### config.mk
export PLATFORM = sky130hd
export DESIGN_NAME = cpu_run_controller
export DESIGN_NICKNAME = d
export VERILOG_FILES = /design/src/rtl/cpu_run_controller.sv
export SDC_FILE = /design/constraint.sdc
export NUM_CORES = 1
export LEC_CHECK = 0
export BUFFER_PORTS_ARGS = -buffer_cell sky130_fd_sc_hd__buf_2
export CAP_MARGIN = 10
export CORE_MARGIN = 2
export CORE_UTILIZATION = 40
export DETAILED_ROUTE_END_ITERATION = 10
export RECOVER_POWER = 50
export SETUP_SLACK_MARGIN = 0.4
export SLEW_MARGIN = 20
export SYNTH_ARGS = -nofsm -noshare
export SYNTH_HDL_FRONTEND = slang
export SYNTH_SLANG_ARGS = --single-unit
### constraint.sdc
create_clock -name clk -period 4.4 [get_ports clk]
set_input_delay 0.66 -clock clk [delete_from_list [all_inputs] [get_ports clk]]
set_output_delay 0.66 -clock clk [all_outputs]
set_load 0.05 [all_outputs]
### src/rtl/cpu_run_controller.sv
// Execution sequencer for the 16-bit CPU: debounced step/run buttons, single-step,
// divided free-run and a one-address PC breakpoint, with a cpu_en pulse counter.
module cpu_run_controller #(
  parameter int DEBOUNCE_CYCLES = 500000,
  parameter int RUN_DIV         = 25000000,
  parameter int DIV_WIDTH       = 25
) (
  input  logic        clk,
  input  logic        reset,
  input  logic        step_btn,
  input  logic        run_btn,
  input  logic        bp_enable,
  input  logic [15:0] bp_addr,
  input  logic [15:0] pc,
  output logic        cpu_en,
  output logic        halted,
  output logic [1:0]  state,
  output logic [31:0] cycle_count
);

  typedef enum logic [1:0] {
    S_HALT  = 2'b00,
    S_STEP  = 2'b01,
    S_RUN   = 2'b10,
    S_BREAK = 2'b11
  } state_t;

  localparam logic [DIV_WIDTH-1:0] DB_LAST  = DIV_WIDTH'(DEBOUNCE_CYCLES - 1);
  localparam logic [DIV_WIDTH-1:0] DIV_LAST = DIV_WIDTH'(RUN_DIV - 1);

  // Button index 0 is step, index 1 is run.
  logic [1:0]           btn;
  logic [1:0]           sync_p0;
  logic [1:0]           sync_p1;
  logic [1:0]           level;
  logic [1:0]           press;
  logic [DIV_WIDTH-1:0] db_cnt [2];

  state_t               fsm;
  logic [DIV_WIDTH-1:0] div;
  logic                 bp_skip;
  logic                 step_press;
  logic                 run_press;
  logic                 tick;
  logic                 bp_hit;

  assign btn = {run_btn, step_btn};

  // Stage p0/p1: two-flop synchronizer, then debounce; press is a registered
  // one-cycle pulse produced on the same edge the debounced level rises.
  always_ff @(posedge clk) begin
    if (reset) begin
      sync_p0 <= '0;
      sync_p1 <= '0;
      level   <= '0;
      press   <= '0;
      for (int i = 0; i < 2; i++) begin
        db_cnt[i] <= '0;
      end
    end else begin
      sync_p0 <= btn;
      sync_p1 <= sync_p0;
      for (int i = 0; i < 2; i++) begin
        press[i] <= 1'b0;
        if (sync_p1[i] == level[i]) begin
          db_cnt[i] <= '0;
        end else if (db_cnt[i] == DB_LAST) begin
          db_cnt[i] <= '0;
          level[i]  <= sync_p1[i];
          press[i]  <= sync_p1[i];
        end else begin
          db_cnt[i] <= db_cnt[i] + 1'b1;
        end
      end
    end
  end

  assign step_press = press[0];
  assign run_press  = press[1];

  assign tick   = (fsm == S_RUN) && (div == DIV_LAST);
  assign bp_hit = tick && bp_enable && (pc == bp_addr) && !bp_skip;

  // A halting run press or a breakpoint hit swallows the tick's advance.
  assign cpu_en = !reset &&
                  ((fsm == S_STEP) || (tick && !run_press && !bp_hit));

  assign state = fsm;

  always_ff @(posedge clk) begin
    if (reset) begin
      fsm         <= S_HALT;
      halted      <= 1'b1;
      div         <= '0;
      bp_skip     <= 1'b0;
      cycle_count <= '0;
    end else begin
      if (cpu_en) begin
        cycle_count <= cycle_count + 32'd1;
      end
      case (fsm)
        S_HALT: begin
          if (run_press) begin
            fsm    <= S_RUN;
            div    <= '0;
            halted <= 1'b0;
          end else if (step_press) begin
            fsm    <= S_STEP;
            halted <= 1'b0;
          end
        end
        S_STEP: begin
          fsm    <= S_HALT;
          halted <= 1'b1;
        end
        S_RUN: begin
          if (tick) begin
            bp_skip <= 1'b0;
          end
          if (run_press) begin
            fsm    <= S_HALT;
            div    <= '0;
            halted <= 1'b1;
          end else begin
            div <= tick ? '0 : div + 1'b1;
            if (bp_hit) begin
              fsm    <= S_BREAK;
              halted <= 1'b1;
            end
          end
        end
        S_BREAK: begin
          if (run_press) begin
            fsm     <= S_RUN;
            div     <= '0;
            bp_skip <= 1'b1;
            halted  <= 1'b0;
          end else if (step_press) begin
            fsm    <= S_STEP;
            halted <= 1'b0;
          end
        end
        default: begin
          fsm    <= S_HALT;
          halted <= 1'b1;
        end
      endcase
    end
  end

endmodule

# --- Yosys cells after proc, flatten, opt, wreduce, memory -nomap -nowiden ---
# Memories as Yosys holds them, arrays and structs flattened.
# Cells that the tools add are included.
totals:
  regBits: 69
  ramBits: 50
  inputBits: 37
  out_inout_bits: 36
  mem_count: 1
op_classes:
  n_addsub: 4
  n_eq_ne: 14
  mux: 47
  bitwise_logic: 10
  reduce_logical: 23
memory_table:
  columns: ["memory", "depth", "width", "rd", "rd_clocked_by_memory_dff", "write_ports", "line_no", "source"]
  rows:
  - ["db_cnt", 2, 25, 2, 0, 2, "37", "logic [DIV_WIDTH-1:0] db_cnt [2];"]
op_table:
  columns: ["operator", "n"]
  rows:
  - ["2-to-1 mux 25 bit", 9]
  - ["adder 25 x 1 -> 25 bit (second input constant)", 3]
  - ["equality test 25 x 19 -> 1 bit (second input constant)", 2]
  - ["one-hot mux 25 bit (2 select lines)", 1]
  - ["adder 32 x 1 -> 32 bit (second input constant)", 1]
  - ["2-to-1 mux 1 bit", 30]
  - ["equality test 25 bit (second input constant)", 1]
  - ["equality test 16 bit", 1]
  - ["2-to-1 mux 2 bit", 4]
  - ["AND reduction 2 bit", 4]
  - ["logical AND 1 bit", 7]
  - ["bitwise OR 1 bit", 6]
  - ["one-hot mux 2 bit (3 select lines)", 1]
  - ["OR reduction 3 bit", 2]
  - ["equality test 2 bit (second input constant)", 2]
  - ["zero test 1 bit", 4]
  - ["!= test 2 bit (second input constant)", 2]
  - ["inverter 1 bit", 4]
  - ["nonzero test 2 bit", 2]
  - ["!= test 3 x 1 -> 1 bit (second input constant)", 1]
  - ["!= test 3 bit (second input constant)", 1]
  - ["one-hot mux 1 bit (3 select lines)", 1]
  - ["AND reduction 3 bit", 1]
  - ["equality test 1 bit", 2]
  - ["6 further kinds", 6]

# --- Depth between registers and ports, before layout ---
# Gate-level depths: netlist (run 1).
logic_depth:
  depth_word: 9
  depth_mapped: 9

# --- Least setup slack after synthesis (run 1) ---
# Ideal clock, no wire load.
synth_timing:
  kind: "reg2out"
  from: "reg fsm[1], in the netlist state[1]"
  to: "out cpu_en"
  t_arrival_ns: 2.754
  slack_ns: 0.986
  path_stages_with_launch: 8
  path_buffers: 1
  path_cell_list: "dfxtp_1 > ha_1 > nor3b_1 > nand4_1 > o31ai_1 > o21ai_1 > clkbuf_1 > nor2_1"
synth_via:
  elab_chain_len: 9
  word_cells_on_any_way: 11
  classes_between: "eq/ne (2); reduce/logical (9)"
synth_rtl:
  columns: ["element", "line_no", "source"]
  rows:
  - ["from (decl)", "39", "state_t fsm;"]
  - ["from (signal assigned)", "92", "fsm <= S_HALT;"]
  - ["from (signal assigned)", "104", "fsm <= S_RUN;"]
  - ["from (signal assigned)", "108", "fsm <= S_STEP;"]
  - ["equality test 2 bit", "81", "assign tick = (fsm == S_RUN) && (div == DIV_LAST);"]
  - ["logical AND 1 bit", "81", null]
  - ["logical AND 1 bit (3 in series)", "82", "assign bp_hit = tick && bp_enable && (pc == bp_addr) && !bp_skip;"]
  - ["zero test 1 bit", "86", "((fsm == S_STEP) || (tick && !run_press && !bp_hit));"]
  - ["logical AND 1 bit", "86", null]
  - ["logical OR 1 bit *", "86", null]
  - ["logical AND 1 bit *", "85", "assign cpu_en = !reset &&"]
  - ["to (decl)", "15", "output logic cpu_en,"]
# Mark *: on every way between the ends. The rest lies on a longest branch, timed or not.

# --- Final worst setup path (run 1) ---
layout_timing:
  from: "reg fsm[0], in the netlist state[0]"
  to: "out cpu_en"
# Same word-level chain as after synthesis.

==> flow_metrics.env, run 1 <==
export IMPL_status="finished with violations"
export IMPL_failed_checks="max-capacitance violations, max-slew violations"
export IMPL_r2r_worst_path_cells=9
export IMPL_antenna_found_initial=0
export IMPL_viasPerCell=5.27
export IMPL_cp_required_ns=3.74
export IMPL_total_leakage_power_uw=0.00256
export IMPL_final_period_utilization_pct=80.5
export IMPL_seq_power_share_pct=43.8
export IMPL_ys_flop_type="dfxtp_1"
export IMPL_cp_arrival_ns=2.88
export IMPL_register_area_um2=2880
export IMPL_clkLatencyLatePin_ns=0.42
export IMPL_p_per_area_nw_per_um2=362
export IMPL_ant_nets=0
export IMPL_hold_depth=1
export IMPL_reg2reg_to="div[14]"
export IMPL_setup_viol=0
export IMPL_gr_usage_all_layers_pct=18.3
export IMPL_avgSynthCellArea_um2=8.97
export IMPL_ys_ff_latch=119
export IMPL_ios=73
export IMPL_clkTransAtPathRegs_ns=0.05
export IMPL_grt_setup_unrepaired="false"
export IMPL_reg2reg_from="state[0]"
export IMPL_hold_start="sync_p0[1]"
export IMPL_routed_wl_um=14900
export IMPL_switching_share_pct=23.4
export IMPL_coreArea_um2=15700
export IMPL_rows=46
export IMPL_synth_edf_count=50
export IMPL_dieWidth_um=130
export IMPL_start_util_pct=40.5
export IMPL_async_flop_share_pct=0
export IMPL_vdd_ir_drop_worst_uv=300
export IMPL_yosys_warnings=0
export IMPL_p_clk_share_pct=49.7
export IMPL_placed_area_um2=7090
export IMPL_tns_ns=0
export IMPL_final_util_pct=48.4
export IMPL_yosysTopAreaCell="edfxtp_1"
export IMPL_yosysSeqAreaShare_pct=45.3
export IMPL_dieArea_um2=16900
export IMPL_clock_path_buffers=2
export IMPL_post_synth_num_cell_types=55
export IMPL_numPortBuffers=72
export IMPL_avgRoutedWirePerCell_um=14.1
export IMPL_area_delta_synth_final_pct=19.6
export IMPL_worst_slew_pin_slew_ns=1.56
export IMPL_synth_most_common_cell="nor2_1"
export IMPL_hold_end="sync_p1[1]"
export IMPL_start_kind="flop"
export IMPL_syn_cell_area_um2=6360
export IMPL_clock_sinks=119
export IMPL_p_sw_uw=644
export IMPL_drc=0
export IMPL_cts_tree="yes"
export IMPL_htreeDepth=4
export IMPL_grt_pass1_vias=5289
export IMPL_drt_iter0_markers=407
export IMPL_cp_end_kind="output port"
export IMPL_hold_class="flop to flop"
export IMPL_dp_hpwl_um=10400
export IMPL_synth_top_area_share_pct=23.6
export IMPL_hold_violations=0
export IMPL_gp_congestion=0.846
export IMPL_vias=5558
export IMPL_cp_max_fo=19
export IMPL_period_minus_slack_ns=3.54
export IMPL_maxCapViolations=1
export IMPL_dr_pass1_iters=6
export IMPL_fmax_mhz=282
export IMPL_post_cts_buffers=0
export IMPL_p_int_uw=2110
export IMPL_nets=872
export IMPL_ys_top_cells_by_area="edfxtp_1 24%, dfxtp_1 22%, xor2_1 6.9%"
export IMPL_rrSetupSlack_ns=1.25
export IMPL_diodes=0
export IMPL_whs_ns=0.435
export IMPL_grt_pass1_wl_um=24500
export IMPL_multi_input_area_um2=3470
export IMPL_grt_max_degree=33
export IMPL_root_buffer="clkbuf_16"
export IMPL_drive_gt1_share_pct=8.22
export IMPL_fin_skew_ns=0.0171
export IMPL_numCtsBuffers=17
export IMPL_netlist_instances=709
export IMPL_relSlewSlack_pct=-3.76
export IMPL_design_area_um2=7610
export IMPL_fill_cells=1521
export IMPL_cts_resized=0
export IMPL_p_comb_share_pct=6.5
export IMPL_slew_viol_final=33
export IMPL_die_y_um=130
export IMPL_synth_common_cells="110 x nor2_1, 69 x dfxtp_1, 50 x edfxtp_1, 50 x xor2_1, 45 x nand2_1"
export IMPL_cts_hold_buffers=0
export IMPL_criticalPathCategory="flop to output port"
export IMPL_grt_overflow=0
[power by group through the flow]
stage | combinational [uW] | clock, uW | sequential, uW
after floorplan | 113 | 0 | 1240
after global placement | 178 | 0 | 1230
after detailed placement | 180 | 0 | 1230
after CTS | 181 | 1400 | 1210
after global routing | 199 | 1440 | 1210
final | 179 | 1370 | 1210
[metal layers]
metal	track usage, %	wire (um)	vias up
li1	-	-	2777
met1	22.3	6780	2632
met2	31.1	7280	134
met3	5.13	636	15
met4	6.83	228	0
met5	0	0	-
[worst max-delay path by stage]
stage	start	endpoint	depth (start not counted)
after floorplan	state[1]	cpu_en	7
final	state[0]	cpu_en	9
after CTS	state[0]	cpu_en	9
after detailed placement	bp_addr[0]	cpu_en	8
after global routing	state[0]	cpu_en	9
after global placement	bp_addr[0]	cpu_en	8
[placed cells by master, fill, tap and decap left out, types with 9 or more instances in the layout]
cell       count
nor2_1       110
dfxtp_1       69
xor2_1        50
edfxtp_1      50
conb_1        50
nand2_1       45
clkbuf_1      43
nand3_1       41
a21oi_1       40
buf_2         36
nand4_1       34
xnor2_1       28
o21ai_0       23
nor3_1        22
inv_1         21
or4_1         18
clkbuf_16     18
o31ai_1       13
or3_1         13
nor4_1        12
and3_1        10
and4_1         9
[critical path, cell delays in order (launching register included)]
cell and delay [ns]:
dfxtp_1 0.36, inv_1 0.08, ha_1 0.25, nor3b_1 0.24, nand4_1 0.19, o31ai_1 0.38
o21ai_0 0.15, clkbuf_1 0.35, nor2_1 0.17, buf_2 0.29
[registers in the layout, summed over array words and instances (netlist names)]
register	cells
bp_skip	1
cycle_count	32
db_cnt	50
div	25
halted	1
level	2
press	2
state	2
sync_p0	2
sync_p1	2
[cells by family (layout without fill, tap and decap cells)]
kind of cell               after synthesis  count (layout)  synth area share (%)
AOI/OAI and AO/OA                      107             107                  10.6
and+or+nand+nor                        346             346                  28.1
adders and majority gates                8               8                  1.57
buffers and inverters                   46             127                  2.97
xor gates and xnor gates                78              78                  10.7
other                                    1              50                0.0590
muxes                                    4               4                 0.629
DFF                                    119             119                  45.3
[stage by stage]
step                      worst slack, ns  total power (uW)  cells
after floorplan                     0.986              1350    758
after global placement               1.52              1410   1024
after detailed placement             1.48              1410   1024
after CTS                            1.09              2790   1055
after global routing                0.567              2850   1055
final                               0.860              2760   1055
[final cells by class]
class	count	area share, %
clock buffer	23	6.30
clock inverter	8	1.27
sequential	119	37.9
timing repair buffer	75	4.29
tap	216	3.55
multi-input combinational	593	45.7
inverter	21	1.04
(Power assumes the default switching activity.)
==> inputs of run 2 (changes only) <==
- clock period: 4.4 -> 3.5 ns (I/O delays scaled with it)
==> flow_metrics.env, run 2 (synthesis results as in run 1) <==
export IMPL_p_per_area_nw_per_um2=446
export IMPL_rows=46
export IMPL_cp_arrival_ns=3.18
export IMPL_fin_skew_ns=0.00847
export IMPL_worst_path_largest_cell_delay_ns=0.80
export IMPL_grt_setup_unrepaired="false"
export IMPL_slew_viol_final=0
export IMPL_root_buffer="clkbuf_16"
export IMPL_worst_slew_pin_slew_ns=0.998
export IMPL_final_common_cell="nor2_1"
export IMPL_gr_usage_all_layers_pct=17.9
export IMPL_total_leakage_power_uw=0.00258
export IMPL_reg2reg_to="div[17]"
export IMPL_top_usage_layer="met2"
export IMPL_cts_tree="yes"
export IMPL_dieArea_um2=16900
export IMPL_p_total_uw=3400
export IMPL_grt_use_met3_pct=4.26
export IMPL_clock_sinks=119
export IMPL_fin_cells=1058
export IMPL_rrSetupSlack_ns=0.60
export IMPL_htreeDepth=4
export IMPL_antenna_found_initial=0
export IMPL_routed_wl_um=14500
export IMPL_drt_iter0_markers=556
export IMPL_dp_cells=1026
export IMPL_area_delta_synth_final_pct=20.0
export IMPL_start_util_pct=40.5
export IMPL_largest_register="db_cnt"
export IMPL_p_sw_uw=807
export IMPL_clkTransAtPathRegs_ns=0.06
export IMPL_vias=5550
export IMPL_nets=875
export IMPL_clock_path_buffers=2
export IMPL_r2r_worst_path_cells=9
export IMPL_status="completed"
export IMPL_crit_path_frequent_cell="o21ai_0"
export IMPL_period_minus_slack_ns=2.90
export IMPL_numPortBuffers=72
export IMPL_grt_pass1_wl_um=24300
export IMPL_hold_depth=2
export IMPL_hold_start="step_btn"
export IMPL_largest_reg_flops=50
export IMPL_cp_slowest_cell="o21ai_0"
export IMPL_relSlewSlack_pct=33.3
export IMPL_dp_hpwl_um=10400
export IMPL_hold_violations=0
export IMPL_criticalPathCategory="flop to flop"
export IMPL_met1_usage_pct=22.3
export IMPL_clkLatencyLatePin_ns=0.42
export IMPL_use_met2_pct=30.2
export IMPL_cp_max_fo=11
export IMPL_drc=0
export IMPL_p_comb_share_pct=6.8
export IMPL_cts_hold_buffers=0
export IMPL_diodes=0
export IMPL_fmax_mhz=345
export IMPL_avgRoutedWirePerCell_um=13.7
export IMPL_dr_pass1_iters=5
export IMPL_maxCapViolations=0
export IMPL_final_period_utilization_pct=82.9
export IMPL_design_area_um2=7630
export IMPL_numCtsBuffers=17
export IMPL_drive_gt1_share_pct=8.91
export IMPL_hold_end="sync_p0[0]"
export IMPL_seq_power_share_pct=44.6
export IMPL_vdd_ir_drop_worst_uv=363
export IMPL_die_y_um=130
export IMPL_grt_pass1_vias=5270
export IMPL_hold_class="primary input to flop"
export IMPL_grt_max_degree=40
export IMPL_cp_required_ns=3.78
export IMPL_ios=73
export IMPL_coreArea_um2=15700
export IMPL_dieWidth_um=130
export IMPL_largestRegisters="db_cnt: 50 flops, cycle_count: 32 flops, div: 25 flops"
export IMPL_grt_overflow=0
export IMPL_gp_congestion=0.848
export IMPL_ant_nets=0
export IMPL_start_kind="flop"
export IMPL_switching_share_pct=23.7
export IMPL_most_common_layout_cells="109 x nor2_1, 69 x dfxtp_1, 50 x xor2_1, 50 x edfxtp_1, 50 x conb_1"
export IMPL_viasPerCell=5.25
export IMPL_reg2reg_from="state[0]"
export IMPL_p_int_uw=2600
export IMPL_placed_area_um2=7110
export IMPL_p_clk_share_pct=48.5
export IMPL_cp_end_kind="flop"
export IMPL_setup_viol=0
export IMPL_tns_ns=0
export IMPL_path_cells="inv_1 > ha_1 > and3b_1 > nand4_1 > o21ai_0 > nor2_1 > o21ai_0 > buf_4 > a311oi_1"
run 2: changes by cell type in the layout (fill, tap and decap cells not counted), sizes merged:
cell	change
clkbuf	+4
clkinvlp	-1
inv	+1
bufinv	-2
buf	+1
run 2: repair_timing:
action	CTS	global route
setup endpoints to repair	1	1
pin swaps	0	1
gates resized for setup	1	4
buffers inserted	0	1
run 2: metal layers:
metal	up-vias	share of wire, %
met5	-	0
met4	0	1.8
met3	23	5.0
met2	154	48
met1	2591	45
li1	2782	-
run 2: worst max-delay path by stage:
| stage | start | endpoint | slack (ns) | cells past startpoint |
|---|---|---|---|---|
| after global routing | state[0] | cpu_en | 0.38 | 8 |
| after CTS | state[0] | cpu_en | 0.44 | 8 |
| after global placement | bp_addr[0] | cpu_en | 0.83 | 7 |
| final | state[0] | div[17] | 0.60 | 9 |
| after detailed placement | state[0] | cycle_count[13] | 0.77 | 9 |
| after floorplan | state[1] | cpu_en | 0.44 | 7 |
run 2: metrics by stage:
stage / setup WS (ns) / hold slack [ns] / util (%)
final: 0.598 / 0.326 / 48.6
after global routing: 0.379 / 0.332 / 48.6
after CTS: 0.443 / 0.318 / 48.8
after detailed placement: 0.767 / 0.433 / 45.2
after global placement: 0.827 / 0.417 / 45.2
after floorplan: 0.443 / 0.414 / -
run 2: critical path: cells and delay by family, from the launching register on:
| family | cells | cell delay [ns] |
|---|---|---|
| buf+inv | 2 | 0.30 |
| flops | 1 | 0.36 |
| fa+ha+maj | 1 | 0.25 |
| simple gates | 3 | 0.74 |
| compound gates | 3 | 1.12 |
run 2: final cells by class:
class	count	area, um^2
timing repair buffer	78	352
sequential	119	2880
fill	1529	8080
clock inverter	6	35.0
multi-input combinational	593	3490
clock buffer	25	528
tap	216	270
inverter	21	78.8
run 2: power groups by stage:
stage,Sequential [uW],Combinational (uW),Clock (uW)
2_1_floorplan,1550,142,0
3_3_place_gp,1540,226,0
3_5_place_dp,1550,231,0
4_1_cts,1520,233,1690
5_1_grt,1520,258,1750
6_report,1520,232,1650
